--- config.mk ---
export PLATFORM = sky130hd
export DESIGN_NAME = icap_emu
export DESIGN_NICKNAME = d
export VERILOG_FILES = /design/src/rtl/icap_emu_pkg.sv /design/src/rtl/icap_pkt_decode.sv /design/src/rtl/icap_emu.sv
export SDC_FILE = /design/constraint.sdc
export NUM_CORES = 1
export LEC_CHECK = 0
export ABC_AREA = 1
export CORE_UTILIZATION = 61
export CTS_CLUSTER_DIAMETER = 30
export DETAILED_ROUTE_END_ITERATION = 16
export PLACE_DENSITY = 0.87
export SETUP_SLACK_MARGIN = 0.4
export SLEW_MARGIN = 10
export SYNTH_ARGS = -nofsm -noshare
export SYNTH_HDL_FRONTEND = slang
export SYNTH_SLANG_ARGS = --single-unit
--- constraint.sdc ---
create_clock -name clk -period 11 [get_ports clk]
set_clock_uncertainty 0.15 [all_clocks]
set_input_delay 2.2 -clock clk [delete_from_list [all_inputs] [get_ports clk]]
set_output_delay 2.2 -clock clk [all_outputs]
set_load 0.02 [all_outputs]
--- src/rtl/icap_emu_pkg.sv ---
// Shared constants and state type for the ICAP configuration-port emulator.
// Holds the special configuration words, register addresses, CMD codes and packet field codes.
`timescale 1ns/1ps
package icap_emu_pkg;

    localparam logic [31:0] SYNC_WORD      = 32'hAA995566;
    localparam logic [31:0] NOP_WORD       = 32'h20000000;
    localparam logic [31:0] DUMMY_WORD     = 32'hFFFFFFFF;
    localparam logic [31:0] BUS_WIDTH_SYNC = 32'h000000BB;
    localparam logic [31:0] BUS_WIDTH_DET  = 32'h11220044;

    localparam logic [4:0] REG_FDRI   = 5'h02;
    localparam logic [4:0] REG_CMD    = 5'h04;
    localparam logic [4:0] REG_STAT   = 5'h07;
    localparam logic [4:0] REG_IDCODE = 5'h0C;

    localparam logic [4:0] CMD_DESYNC = 5'h0D;

    localparam logic [2:0] PKT_TYPE1 = 3'b001;
    localparam logic [2:0] PKT_TYPE2 = 3'b010;

    localparam logic [1:0] OP_NOP   = 2'b00;
    localparam logic [1:0] OP_READ  = 2'b01;
    localparam logic [1:0] OP_WRITE = 2'b10;

    typedef enum logic [1:0] {
        UNSYNC = 2'd0,
        HDR    = 2'd1,
        WDATA  = 2'd2,
        RDATA  = 2'd3
    } state_t;

endpackage

--- src/rtl/icap_pkt_decode.sv ---
// Combinational parser for configuration packet headers.
// Type-1 carries an 11-bit word count, type-2 a 27-bit one; other types are flagged invalid.
`timescale 1ns/1ps
module icap_pkt_decode
    import icap_emu_pkg::*;
(
    input  logic [31:0] word,
    output logic [2:0]  pkt_type,
    output logic [1:0]  op,
    output logic [4:0]  reg_addr,
    output logic [26:0] cnt,
    output logic        valid
);

    always_comb begin
        pkt_type = word[31:29];
        op       = word[28:27];
        reg_addr = word[17:13];
        cnt      = '0;
        valid    = 1'b0;
        if (word[31:29] == PKT_TYPE1) begin
            cnt   = {16'b0, word[10:0]};
            valid = 1'b1;
        end else if (word[31:29] == PKT_TYPE2) begin
            cnt   = word[26:0];
            valid = 1'b1;
        end
    end

endmodule

--- src/rtl/icap_emu.sv ---
// Behavioural emulator of an ICAP configuration port: sync detection, packet parsing,
// IDCODE/FDRI/CMD register effects, STAT/IDCODE readback and sticky done/error flags.
`timescale 1ns/1ps
module icap_emu
    import icap_emu_pkg::*;
#(
    parameter logic [31:0] IDCODE      = 32'h14B31093,
    parameter int unsigned AVAIL_DELAY = 8
) (
    input  logic        clk,
    input  logic        rst,
    input  logic        csib,
    input  logic        rdwrb,
    input  logic [31:0] i,
    output logic [31:0] o,
    output logic        avail,
    output logic        prdone,
    output logic        prerror,
    output logic [31:0] fdri_count
);

    state_t      state, state_n;
    logic [26:0] cnt, cnt_n;
    logic [4:0]  cur_reg, reg_n;
    logic        desync_pend, desync_n;
    logic        id_ok, id_ok_n;
    logic        prdone_n, prerror_n;
    logic [31:0] fdri_n, o_n;
    logic [31:0] avail_cnt;
    logic        prev_active, prev_rdwrb;

    logic [2:0]  dec_type;
    logic [1:0]  dec_op;
    logic [4:0]  dec_reg;
    logic [26:0] dec_cnt;
    logic        dec_valid;

    logic        beat_active, toggle_err, is_sync, write_beat, read_beat, hdr_decode;
    logic [31:0] rd_val;

    icap_pkt_decode u_decode (
        .word     (i),
        .pkt_type (dec_type),
        .op       (dec_op),
        .reg_addr (dec_reg),
        .cnt      (dec_cnt),
        .valid    (dec_valid)
    );

    // A direction change on back-to-back selected cycles is a protocol error and is otherwise dropped.
    assign beat_active = ~csib & avail;
    assign toggle_err  = beat_active & prev_active & (rdwrb != prev_rdwrb);
    assign is_sync     = beat_active & ~rdwrb & (i == SYNC_WORD);
    assign write_beat  = beat_active & ~rdwrb & ~toggle_err;
    assign read_beat   = beat_active & rdwrb & ~toggle_err;

    always_comb begin
        rd_val = '0;
        unique case (cur_reg)
            REG_IDCODE: rd_val = IDCODE;
            REG_STAT:   rd_val = {27'b0, prdone, prerror, id_ok, 1'b1, avail};
            default:    rd_val = '0;
        endcase
    end

    always_comb begin
        state_n    = state;
        cnt_n      = cnt;
        reg_n      = cur_reg;
        desync_n   = desync_pend;
        prdone_n   = prdone;
        prerror_n  = prerror;
        id_ok_n    = id_ok;
        fdri_n     = fdri_count;
        o_n        = '0;
        hdr_decode = 1'b0;

        // Sync resynchronises from anywhere and wins over any error raised in the same beat.
        if (is_sync) begin
            state_n   = HDR;
            cnt_n     = '0;
            desync_n  = 1'b0;
            prdone_n  = 1'b0;
            prerror_n = 1'b0;
            id_ok_n   = 1'b0;
            fdri_n    = '0;
        end else if (toggle_err) begin
            prerror_n = 1'b1;
        end else begin
            unique case (state)
                UNSYNC: ;
                HDR:    hdr_decode = write_beat;
                WDATA: begin
                    if (write_beat) begin
                        cnt_n = cnt - 27'd1;
                        unique case (cur_reg)
                            REG_CMD: begin
                                if (i[4:0] == CMD_DESYNC) begin
                                    desync_n = 1'b1;
                                    if (!prerror) prdone_n = 1'b1;
                                end
                            end
                            REG_IDCODE: begin
                                if (i == IDCODE) id_ok_n = 1'b1;
                                else             prerror_n = 1'b1;
                            end
                            REG_FDRI: begin
                                if (fdri_count != 32'hFFFFFFFF) fdri_n = fdri_count + 32'd1;
                                if (!id_ok) prerror_n = 1'b1;
                            end
                            default: ;
                        endcase
                        if (cnt == 27'd1) begin
                            state_n  = desync_n ? UNSYNC : HDR;
                            desync_n = 1'b0;
                        end
                    end
                end
                RDATA: begin
                    if (write_beat) begin
                        hdr_decode = 1'b1;
                    end else if (read_beat) begin
                        o_n   = rd_val;
                        cnt_n = cnt - 27'd1;
                        if (cnt == 27'd1) state_n = HDR;
                    end
                end
            endcase

            if (hdr_decode) begin
                state_n = HDR;
                if (i == DUMMY_WORD) begin
                    // dummy padding is a NOP even though its type field is not 1 or 2
                end else if (!dec_valid) begin
                    prerror_n = 1'b1;
                end else begin
                    // A bare NOP must not clobber the register a following type-2 header relies on.
                    if (dec_type == PKT_TYPE1 && dec_op != OP_NOP) reg_n = dec_reg;
                    cnt_n = dec_cnt;
                    if (dec_cnt != 27'd0) begin
                        if (dec_op == OP_WRITE)     state_n = WDATA;
                        else if (dec_op == OP_READ) state_n = RDATA;
                    end
                end
            end
        end
    end

    always_ff @(posedge clk or posedge rst) begin
        if (rst) begin
            state       <= UNSYNC;
            cnt         <= '0;
            cur_reg     <= '0;
            desync_pend <= 1'b0;
            prdone      <= 1'b0;
            prerror     <= 1'b0;
            id_ok       <= 1'b0;
            fdri_count  <= '0;
            o           <= '0;
            avail       <= 1'b0;
            avail_cnt   <= '0;
            prev_active <= 1'b0;
            prev_rdwrb  <= 1'b0;
        end else begin
            state       <= state_n;
            cnt         <= cnt_n;
            cur_reg     <= reg_n;
            desync_pend <= desync_n;
            prdone      <= prdone_n;
            prerror     <= prerror_n;
            id_ok       <= id_ok_n;
            fdri_count  <= fdri_n;
            o           <= o_n;
            prev_active <= beat_active;
            if (beat_active) prev_rdwrb <= rdwrb;
            if (!avail) begin
                if (avail_cnt == AVAIL_DELAY - 1) avail <= 1'b1;
                avail_cnt <= avail_cnt + 32'd1;
            end
        end
    end

endmodule
# Word level (Yosys, flattened, before mapping)

Cells that the tools add are included.

Register bits after elaboration: 137
Bits of input ports: 36
Output and inout bits: 67
Logic and storage cells: 153

Add/subtract/negate cells: 3
Equal/unequal tests: 26
Mux-type cells: 80
Bitwise logic cells: 13
Reduce and logical (&&, ||, !) cells: 18

Operators by type and width:

| operator                | number |
|---|---|
| $mux W32                | 11 |
| $mux W27                | 10 |
| $add A32 B1 Y32 const B | 2 |
| $eq A32 B32 Y1 const B  | 2 |
| $pmux W29 S2            | 1 |
| $pmux W27 S2            | 1 |
| $mux W1                 | 41 |
| $eq A32 B29 Y1 const B  | 1 |
| $eq A32 B3 Y1 const B   | 1 |
| $ne A32 B32 Y1 const B  | 1 |
| $eq A27 B1 Y1 const B   | 1 |
| $reduce_bool A27 Y1     | 1 |
| $sub A27 B1 Y27 const B | 1 |
| $mux W2                 | 13 |
| $ne A4 B4 Y1 const B    | 5 |
| $reduce_bool A2 Y1      | 9 |
| $reduce_and A6 Y1       | 2 |
| $eq A5 B3 Y1 const B    | 2 |
| $eq A5 B4 Y1 const B    | 2 |
| $reduce_and A5 Y1       | 2 |
| $and A1 B1 Y1           | 8 |
| $reduce_and A7 Y1       | 1 |
| $eq A2 B2 Y1 const B    | 3 |
| $eq A5 B2 Y1 const B    | 1 |
| other kinds (11)        | 18 |

# Longest topological paths before layout

Gate-level depths: netlist (run 1).

Depth after elaboration: 17
Depth in mapped cells: 14
Mapped depth without buffers: 14

# By module

From an unflattened synthesis (run 1), not the netlist that was laid out.

Cells, all modules: 1258
Area, all modules: 8368.0 um^2

Modules (own cells, without submodules):

| module          | times used | cells each | area an instance (um^2) | sequential area each (um^2) |
|---|---|---|---|---|
| icap_emu        | 1          | 1170       | 7912.6                  | 2777.7 |
| icap_pkt_decode | 1          | 88         | 455.4                   | 0.0 |

# Least setup slack after synthesis (run 1)

No wires, ideal clock.

Kind: input-to-reg
Start: in csib
End: reg fdri_count[20]
Library setup time: 0.117 ns
Arrival: 3.363 ns
Required time: 10.733 ns
Setup slack: 7.369 ns
Stages on the path: 11
Path buffers: 1
Cells stage by stage: inv_1 > nand2_2 > nor2_4 > nand3_2 > nor4_2 > nand3_2 > nand2_4 > nand2_4 > buf_6 > nand2_1 > nand2_1

Longest elaborated chain between the ends: 8
Elaborated cells on any way between the ends: 15
Those cells by class: eq/ne (1); mux (1); bitwise (8); reduce/logical (5)

Ends and longest elaborated chain:

| element                             | line            | RTL |
|---|---|---|
| start, declared                     | icap_emu.sv:12  | `input logic csib,` |
| $not A1 Y1 *                        | icap_emu.sv:51  | `assign beat_active = ~csib & avail;` |
| $and A1 B1 Y1 *                     | icap_emu.sv:51  |  |
| $and A1 B1 Y1 (2 in series)         | icap_emu.sv:52  | `assign toggle_err = beat_active & prev_active & (rdwrb != prev_rdwrb);` |
| $not A1 Y1 (no source line)         | --              |  |
| $and A1 B1 Y1                       | icap_emu.sv:54  | `assign write_beat = beat_active & ~rdwrb & ~toggle_err;` |
| $reduce_bool A2 Y1 (no source line) | --              |  |
| $reduce_and A5 Y1 (no source line)  | --              |  |
| end signal, assigned                | icap_emu.sv:172 | `fdri_count <= fdri_n;` |
| end, declared                       | icap_emu.sv:19  | `output logic [31:0] fdri_count` |

Every way passes the cells marked *; elsewhere a longest branch is shown, timed or not.
A chain may end at the register's enable or synchronous reset.

# Worst setup path after layout (run 1)

Start: in i[16]
End: reg cnt[6]

Longest elaborated chain between the ends: 5
Elaborated cells on any way between the ends: 8
Those cells by class: eq/ne (3); mux (4); bitwise (1)

Ends and longest elaborated chain:

| element              | line            | RTL |
|---|---|---|
| start, declared      | icap_emu.sv:14  | `input logic [31:0] i,` |
| $eq A32 B32 Y1       | icap_emu.sv:132 | `if (i == DUMMY_WORD) begin` |
| $mux W27             | icap_emu.sv:132 |  |
| $mux W27             | icap_emu.sv:130 | `if (hdr_decode) begin` |
| $mux W27             | icap_emu.sv:87  | `end else if (toggle_err) begin` |
| $mux W27             | icap_emu.sv:79  | `if (is_sync) begin` |
| end signal, assigned | icap_emu.sv:166 | `cnt <= cnt_n;` |
| end, declared        | icap_emu.sv:23  | `logic [26:0] cnt, cnt_n;` |

Several ways; a longest one is shown, not always the timed one. The select of a mux whose other input is x is not followed.

==> results.json, run 1 <==
{
  "cp_max_fo": 30,
  "drive_gt1_frac": 0.03750,
  "dpl.hpwl_mm": 15.31,
  "gp_congestion": 0.9710,
  "drv_cap": 0,
  "tightest_slew_ns": 1.119,
  "min_path_cells": 1,
  "hp-class": "flip-flop to flip-flop",
  "clk_latency_ns": 0.37,
  "hold_path_startpoint": "avail_cnt[10]",
  "ys_top_cells_by_area": "dfrtp_1 36%, nand2_1 14%, nor2_1 9.0%",
  "yosys.area.top_type": "dfrtp_1",
  "min_period_over_period": 0.4360,
  "rsz0062_at_grt": "false",
  "ir_worst_vdd_mv": 0.1291,
  "port_buffers": 84,
  "drcViolationCount": 0,
  "dpl.cell_count": 1352,
  "initial_core_util": 0.6321,
  "layout_common_cells": "279 x nand2_1, 184 x nor2_1, 145 x inv_1, 111 x dfrtp_1, 84 x clkdlybuf4s50_1",
  "synth_cell_types": 40,
  "fin_total_pwr_uw": 791.0,
  "p_per_area_mw_per_mm2": 90.28,
  "required_ns": 11.11,
  "antenna_found_initial": 0,
  "detail_route.wl_per_cell_um": 14.73,
  "dieArea_mm2": 0.01300,
  "fin_crit_ns": 4.796,
  "final_common_cell": "nand2_1",
  "cts_resized": 0,
  "timing.rr.start": "fdri_count[0]",
  "ys_seq_area_frac": 0.3628,
  "crit_path_start_kind": "primary input",
  "clock-sinks": 111,
  "fin_tns_setup_ns": 0,
  "grt_overflow": 0,
  "cts_inserted_buffers": 9,
  "finalSetupViolCount": 0,
  "grt_pass1_wl_mm": 33.37,
  "grt_max_degree": 58,
  "die-width_um": 114.0,
  "post_cts_buffers": 0,
  "critPathArrivalTime_ns": 4.91,
  "clock_path_buffers": 2,
  "rr_endpoint": "fdri_count[17]",
  "slew_headroom": 0.2489,
  "area_growth_pct": 14.45,
  "syn_inst": 1125,
  "syn_area_mm2": 0.007656,
  "vias_per_cell": 5.489,
  "postCtsHoldBufs": 0,
  "fin_area_mm2": 0.008762,
  "finalMaxSlewViolations": 0,
  "grt_pass1_vias": 6786,
  "die_y_um": 114.0,
  "drt_pre_antenna_iters": 5,
  "synth_top_area_share": 0.3628,
  "vias": 7509,
  "placed_area_mm2": 0.008476,
  "ios": 103,
  "power_leakage_uw": 0.004107,
  "root_buffer": "clkbuf_16",
  "top_regs": "avail_cnt (32), fdri_count (32), cnt (27)",
  "synth_seq_cells": 111,
  "tritoncts": "done",
  "core_mm2": 0.01211,
  "grt_usage": 0.3304,
  "critPathKind": "primary input to flip-flop",
  "diodes": 0,
  "drt_iter0_markers": 750,
  "max_freq_mhz": 208.5,
  "worst_setup_path_end_kind": "flip-flop",
  "drt-total-wl_mm": 20.15,
  "instances_no_fill": 1368,
  "status": "completed",
  "finalHoldViolations": 0,
  "final_antenna_net_count": 0,
  "htree_num_levels": 3,
  "holdPathEnd": "avail_cnt[10]",
  "nNetsFinal": 1237,
  "reg2reg_depth": 11,
  "synth.avg_cell_area_um2": 6.805,
  "yosysWarnings": 0,
  "path_clk_slew_ns": 0.08,
  "fp-row-count": 40,
  "regToRegSetupSlack_ns": 8.03
}
==> synth_stat cells (all sizes together) <==
cell	number
nand2	286
nor2	190
inv	148
dfrtp	111
nand3	87
nand4	45
buf	41
nor3	41
xor2	40
a21oi	38
o21ai	36
nor4	16
xnor2	14
nand3b	9
ha	6
clkbuf	3
nor3b	3
and3	2
or2	2
a21boi	1
a21o	1
clkinv	1
conb	1
mux2	1
nand2b	1
or3	1
==> power by group <==
group | switching, uW | internal [uW] | total (uW) | leakage [uW]
Combinational | 39.8 | 18.2 | 58.0 | 0.00254
Clock | 164 | 158 | 323 | 0.000135
Sequential | 1.23 | 409 | 410 | 0.00143
Total | 206 | 585 | 791 | 0.00411
==> per-stage QoR <==
stage / setup slack (ns) / utilization / hold slack (ns)
floorplan: 5.719 / - / 0.3127
global placement: 5.966 / 0.6998 / 0.3270
detailed placement: 5.905 / 0.6998 / 0.3439
CTS: 6.307 / 0.7235 / 0.3604
global route: 6.088 / 0.7235 / 0.3786
finish: 6.204 / 0.7235 / 0.3585
==> cell type report <==
cell class | instances | area [um2]
multi-input combinational | 838 | 4070
fill | 1059 | 3349
sequential | 111 | 2778
timing repair buffer | 86 | 855.8
inverter | 149 | 561.8
clock buffer | 9 | 225.2
tap | 168 | 210.2
clock inverter | 7 | 61.31
==> cell families (layout without fill, tap and decap cells) <==
group / count (synthesis) / in the layout / synth area share
other cells: 1 / 18 / 0.0004898
simple gates: 683 / 683 / 0.3994
xor+xnor: 54 / 54 / 0.06178
buf+inv: 193 / 251 / 0.1139
compound gates: 76 / 76 / 0.05034
fa+ha+maj: 6 / 6 / 0.009805
mux: 1 / 1 / 0.001471
flops: 111 / 111 / 0.3628
==> worst max-delay path, cell delays in order <==
cell and delay (ns):
clkdlybuf4s50_1 0.56, inv_1 0.11, nor2_1 0.09, nand4_1 0.10
nor3_1 0.24, nand3_1 0.22, inv_1 0.76, nor2_1 0.40
nand2_1 0.15, nand2_1 0.06
==> per-layer routing <==
metal	global-route usage	part of all wire	vias to the layer above
met3	0.09458	0.093	37
met4	0.1065	0.020	0
met1	0.4554	0.44	3426
met2	0.5026	0.45	353
li1	-	-	3693
met5	0	0	-
==> worst max path at each step <==
stage               startpoint       to  slack, ns  cells after the start
finish                   i[16]   cnt[6]       6.20                     10
global route             i[16]   cnt[5]       6.09                     10
CTS                      i[16]   cnt[2]       6.31                     10
detailed placement       i[16]  cnt[22]       5.91                     10
global placement         i[20]   cnt[6]       5.97                     10
floorplan                  rst    avail       5.72                      1
Power figures use the tool's default switching activity.
==> inputs of run 2 (changes only) <==
Settings changed: CORE_UTILIZATION 61 to 56, PLACE_DENSITY 0.87 to 0.81.
Clock period 11 ns to 4.9 ns, I/O delays scaled along.
==> results.json, run 2 (same netlist as run 1, synthesis figures left out) <==
{
  "gp_congestion": 0.9712,
  "antenna_found_initial": 0,
  "clock_path_buffers": 2,
  "grt_overflow": 0,
  "root_buffer": "clkbuf_16",
  "status": "completed",
  "drv_cap": 0,
  "path_clk_slew_ns": 0.08,
  "cp_max_fo": 15,
  "finalHoldViolations": 0,
  "critPathKind": "primary input to flip-flop",
  "fin_tns_setup_ns": 0,
  "grt_max_degree": 77,
  "fin_crit_ns": 3.466,
  "die_y_um": 118.9,
  "dieArea_mm2": 0.01414,
  "htree_num_levels": 3,
  "vias": 7539,
  "clk_latency_ns": 0.36,
  "max_freq_mhz": 288.5,
  "power_leakage_uw": 0.004139,
  "crit_path_start_kind": "primary input",
  "ios": 103,
  "clock-sinks": 111,
  "initial_core_util": 0.5759,
  "drt-total-wl_mm": 21.01,
  "finalSetupViolCount": 0,
  "required_ns": 5.00,
  "final_antenna_net_count": 0,
  "rsz0062_at_grt": "false",
  "layout_common_cells": "279 x nand2_1, 184 x nor2_1, 145 x inv_1, 111 x dfrtp_1, 84 x clkdlybuf4s50_1",
  "tightest_slew_ns": 1.216,
  "tritoncts": "done",
  "top_regs": "avail_cnt (32), fdri_count (32), cnt (27)",
  "core_mm2": 0.01330,
  "critPathArrivalTime_ns": 3.56,
  "detail_route.wl_per_cell_um": 15.23,
  "hp-class": "flip-flop to flip-flop",
  "ir_worst_vdd_mv": 0.1691,
  "post_cts_buffers": 0,
  "port_buffers": 84,
  "drive_gt1_frac": 0.03990,
  "cts_inserted_buffers": 9,
  "worst_setup_path_end_kind": "flip-flop",
  "dpl.hpwl_mm": 16.08,
  "postCtsHoldBufs": 0,
  "area_growth_pct": 15.26,
  "final_common_cell": "nand2_1",
  "min_period_over_period": 0.7073,
  "vias_per_cell": 5.467,
  "cts_resized": 0,
  "finalMaxSlewViolations": 0,
  "grt_usage": 0.3115,
  "diodes": 0,
  "fp-row-count": 42,
  "p_per_area_mw_per_mm2": 207.6,
  "die-width_um": 118.9,
  "grt_pass1_vias": 6991,
  "fin_total_pwr_uw": 1832,
  "drt_iter0_markers": 894,
  "nNetsFinal": 1240,
  "grt_pass1_wl_mm": 34.89,
  "drcViolationCount": 0,
  "slew_headroom": 0.1837,
  "drt_pre_antenna_iters": 5
}
run 2: cell types whose count changed in the layout (fill, tap and decap cells not counted):
cell	delta
buf_4	+3
inv_6	-2
bufinv_16	+1
clkinv_4	+1
clkinv_8	+1
clkinvlp_4	-1
run 2: through the flow:
stage | area [um2] | cells | hold slack (ns) | util | setup slack (ns)
floorplan | 7720 | 1142 | 0.3127 | - | 0.8393
global placement | 8508 | 1363 | 0.3269 | 0.6399 | 1.174
detailed placement | 8508 | 1363 | 0.3276 | 0.6399 | 1.160
CTS | 8825 | 1379 | 0.3421 | 0.6637 | 1.533
global route | 8825 | 1379 | 0.3596 | 0.6637 | 1.142
finish | 8825 | 1379 | 0.3426 | 0.6637 | 1.434
run 2: final timing paths:
kind,slack [ns],from,end,cells past startpoint
min in group asynchronous,1.02,rst,avail_cnt[24],2
min,0.34,avail_cnt[13],avail_cnt[13],1
max in group asynchronous,2.70,rst,cur_reg[3],3
min reg2reg,0.34,avail_cnt[13],avail_cnt[13],1
max,1.43,i[21],fdri_count[17],11
max reg2reg,1.82,fdri_count[0],fdri_count[17],11
run 2: cell type report:
type	instances	area (um2)
clock inverter	7	91.34
inverter	149	561.8
multi-input combinational	838	4070
clock buffer	9	225.2
tap	176	220.2
sequential	111	2778
fill	1198	4471
timing repair buffer	89	878.3
run 2: where the power goes:
part / switching (uW) / leakage (uW) / internal (uW)
Sequential: 3.11 / 0.00143 / 919
Combinational: 94.5 / 0.00255 / 41.4
Clock: 366 / 0.000151 / 409
run 2: worst max-delay path, cell delays in order:
cell and delay, ns:
clkdlybuf4s50_1 0.57, inv_1 0.14, nand2_1 0.05, nor2_1 0.09, nand4_1 0.10, nor3_1 0.20
nand3_1 0.23, o21ai_1 0.71, nand2_4 0.28, nand2_1 0.15, nand2_1 0.06
run 2: per-layer routing:
metal	wire, um	track usage	vias to the layer above	share of wire
li1	-	-	3704	-
met5	0	0	-	0
met3	1691	0.06609	39	0.080
met4	380	0.09968	0	0.018
met1	9498	0.4312	3466	0.45
met2	9437	0.4868	330	0.45
==> inputs of run 3 (changes only) <==
Clock period 4.9 ns to 3.2 ns, I/O delays scaled along.
==> results.json, run 3 (same netlist as run 1, synthesis figures left out) <==
{
  "fin_ws_ns": 0.5625,
  "antenna_found_initial": 0,
  "ios": 103,
  "vias": 7568,
  "htree_num_levels": 3,
  "grt_overflow": 0,
  "tritoncts": "done",
  "hp-class": "flip-flop to flip-flop",
  "fin_tns_setup_ns": 0,
  "crit_path_start_kind": "primary input",
  "grt_pass1_wl_mm": 36.11,
  "clk_latency_ns": 0.36,
  "dpl.hpwl_mm": 16.99,
  "core_mm2": 0.01330,
  "grt_max_degree": 65,
  "status": "completed",
  "fin_area_mm2": 0.008954,
  "finalSetupViolCount": 0,
  "ir_worst_vdd_mv": 0.2442,
  "finalMaxSlewViolations": 0,
  "finalHoldViolations": 0,
  "layout_common_cells": "279 x nand2_1, 183 x nor2_1, 145 x inv_1, 111 x dfrtp_1, 84 x clkdlybuf4s50_1",
  "initial_core_util": 0.5759,
  "grt_usage": 0.3247,
  "clock-sinks": 111,
  "die-width_um": 118.9,
  "fin_crit_ns": 2.638,
  "cp_max_fo": 11,
  "regToRegSetupSlack_ns": 0.70,
  "pre_cts_ws_ns": 0.1822,
  "gp_congestion": 0.9968,
  "drcViolationCount": 0,
  "nNetsFinal": 1257,
  "reg2reg_depth": 13,
  "drt-total-wl_mm": 21.55,
  "critPathKind": "primary input to flip-flop",
  "path_clk_slew_ns": 0.07,
  "fp-row-count": 42,
  "min_period_over_period": 0.8242,
  "die_y_um": 118.9,
  "required_ns": 3.34,
  "placed_area_mm2": 0.008662,
  "final_common_cell": "nand2_1",
  "power_leakage_uw": 0.004220,
  "rsz0062_at_grt": "false",
  "final_antenna_net_count": 0,
  "area_growth_pct": 16.95,
  "drt_iter0_markers": 892,
  "dpl.cell_count": 1380,
  "drive_gt1_frac": 0.05410,
  "worst_setup_path_end_kind": "flip-flop",
  "diodes": 0,
  "detail_route.wl_per_cell_um": 15.43,
  "drt_pre_antenna_iters": 7,
  "critPathArrivalTime_ns": 2.78,
  "tightest_slew_ns": 0.7803,
  "min_path_cells": 1,
  "top_regs": "avail_cnt (32), fdri_count (32), cnt (27)",
  "nFillCells": 1182,
  "dieArea_mm2": 0.01414,
  "p_per_area_mw_per_mm2": 305.8,
  "slew_headroom": 0.4779,
  "drv_cap": 0,
  "root_buffer": "clkbuf_16",
  "instances_no_fill": 1396,
  "cts_inserted_buffers": 9,
  "vias_per_cell": 5.421,
  "grt_pass1_vias": 7127,
  "max_freq_mhz": 379.1,
  "port_buffers": 84,
  "clock_path_buffers": 2
}
-- run 3: cell types whose count changed in the layout (fill, tap and decap cells not counted) --
cell	previous run	this run
nor2_1	184	183
nor2_2	1	2
buf_4	5	20
clkinv_2	0	1
inv_4	1	0
buf_12	0	2
clkbuf_8	0	1
bufinv_16	1	0
clkinv_8	1	0
clkinvlp_4	1	2
clkinv_4	2	0
inv_6	1	3
-- run 3: worst paths after layout --
| kind | endpoint | startpoint |
|---|---|---|
| max in group asynchronous | o[4] | rst |
| max reg2reg | fdri_count[10] | fdri_count[0] |
| max | cnt[8] | rdwrb |
| min in group asynchronous | avail_cnt[22] | rst |
| min | avail_cnt[13] | avail_cnt[13] |
| min reg2reg | avail_cnt[13] | avail_cnt[13] |
-- run 3: area by class of cell --
type | instances | area [um2] | share of cell area
Sequential cell | 111 | 2778 | 0.3102
Inverter | 149 | 563.0 | 0.06288
Clock inverter | 6 | 50.05 | 0.005590
Timing Repair Buffer | 106 | 1031 | 0.1151
Multi-Input combinational cell | 838 | 4073 | 0.4549
Clock buffer | 10 | 239.0 | 0.02669
Tap cell | 176 | 220.2 | 0.02459
-- run 3: repair_timing --
item,4_1_cts,5_1_grt
resized for setup,0,1
hold buffers,0,0
setup buffers,0,0
setup endpoints to repair,0,2
-- run 3: power by group --
group | total [uW] | leakage (uW) | switching [uW] | internal [uW]
Clock | 1110 | 0.000142 | 546 | 563
Combinational | 218 | 0.00264 | 146 | 71.7
Sequential | 1410 | 0.00143 | 4.30 | 1410
-- run 3: per-layer routing --
layer	part of all wire	track usage	vias up
met3	0.073	0.07423	37
met5	0	0	-
met1	0.46	0.4546	3495
li1	-	-	3744
met4	0.022	0.09098	0
met2	0.45	0.5033	292
-- run 3: critical path: stages --
cell and delay, ns:
clkdlybuf4s50_1 0.56, inv_1 0.08, nand2_1 0.06, nand2_1 0.05, nand2_2 0.20, nand3_2 0.18, nand2_2 0.24, nand2_1 0.18
inv_1 0.20, nor2_1 0.06, o21ai_0 0.19, nand2_1 0.08, nand2_1 0.06
-- run 3: stage by stage --
stage            util  hold slack [ns]  total power (uW)
2_1_floorplan       -           0.3127              1556
3_3_place_gp   0.6515           0.3276              1653
3_5_place_dp   0.6515           0.3287              1652
4_1_cts        0.6733           0.3435              2757
5_1_grt        0.6734           0.3733              2830
6_report       0.6734           0.3416              2738
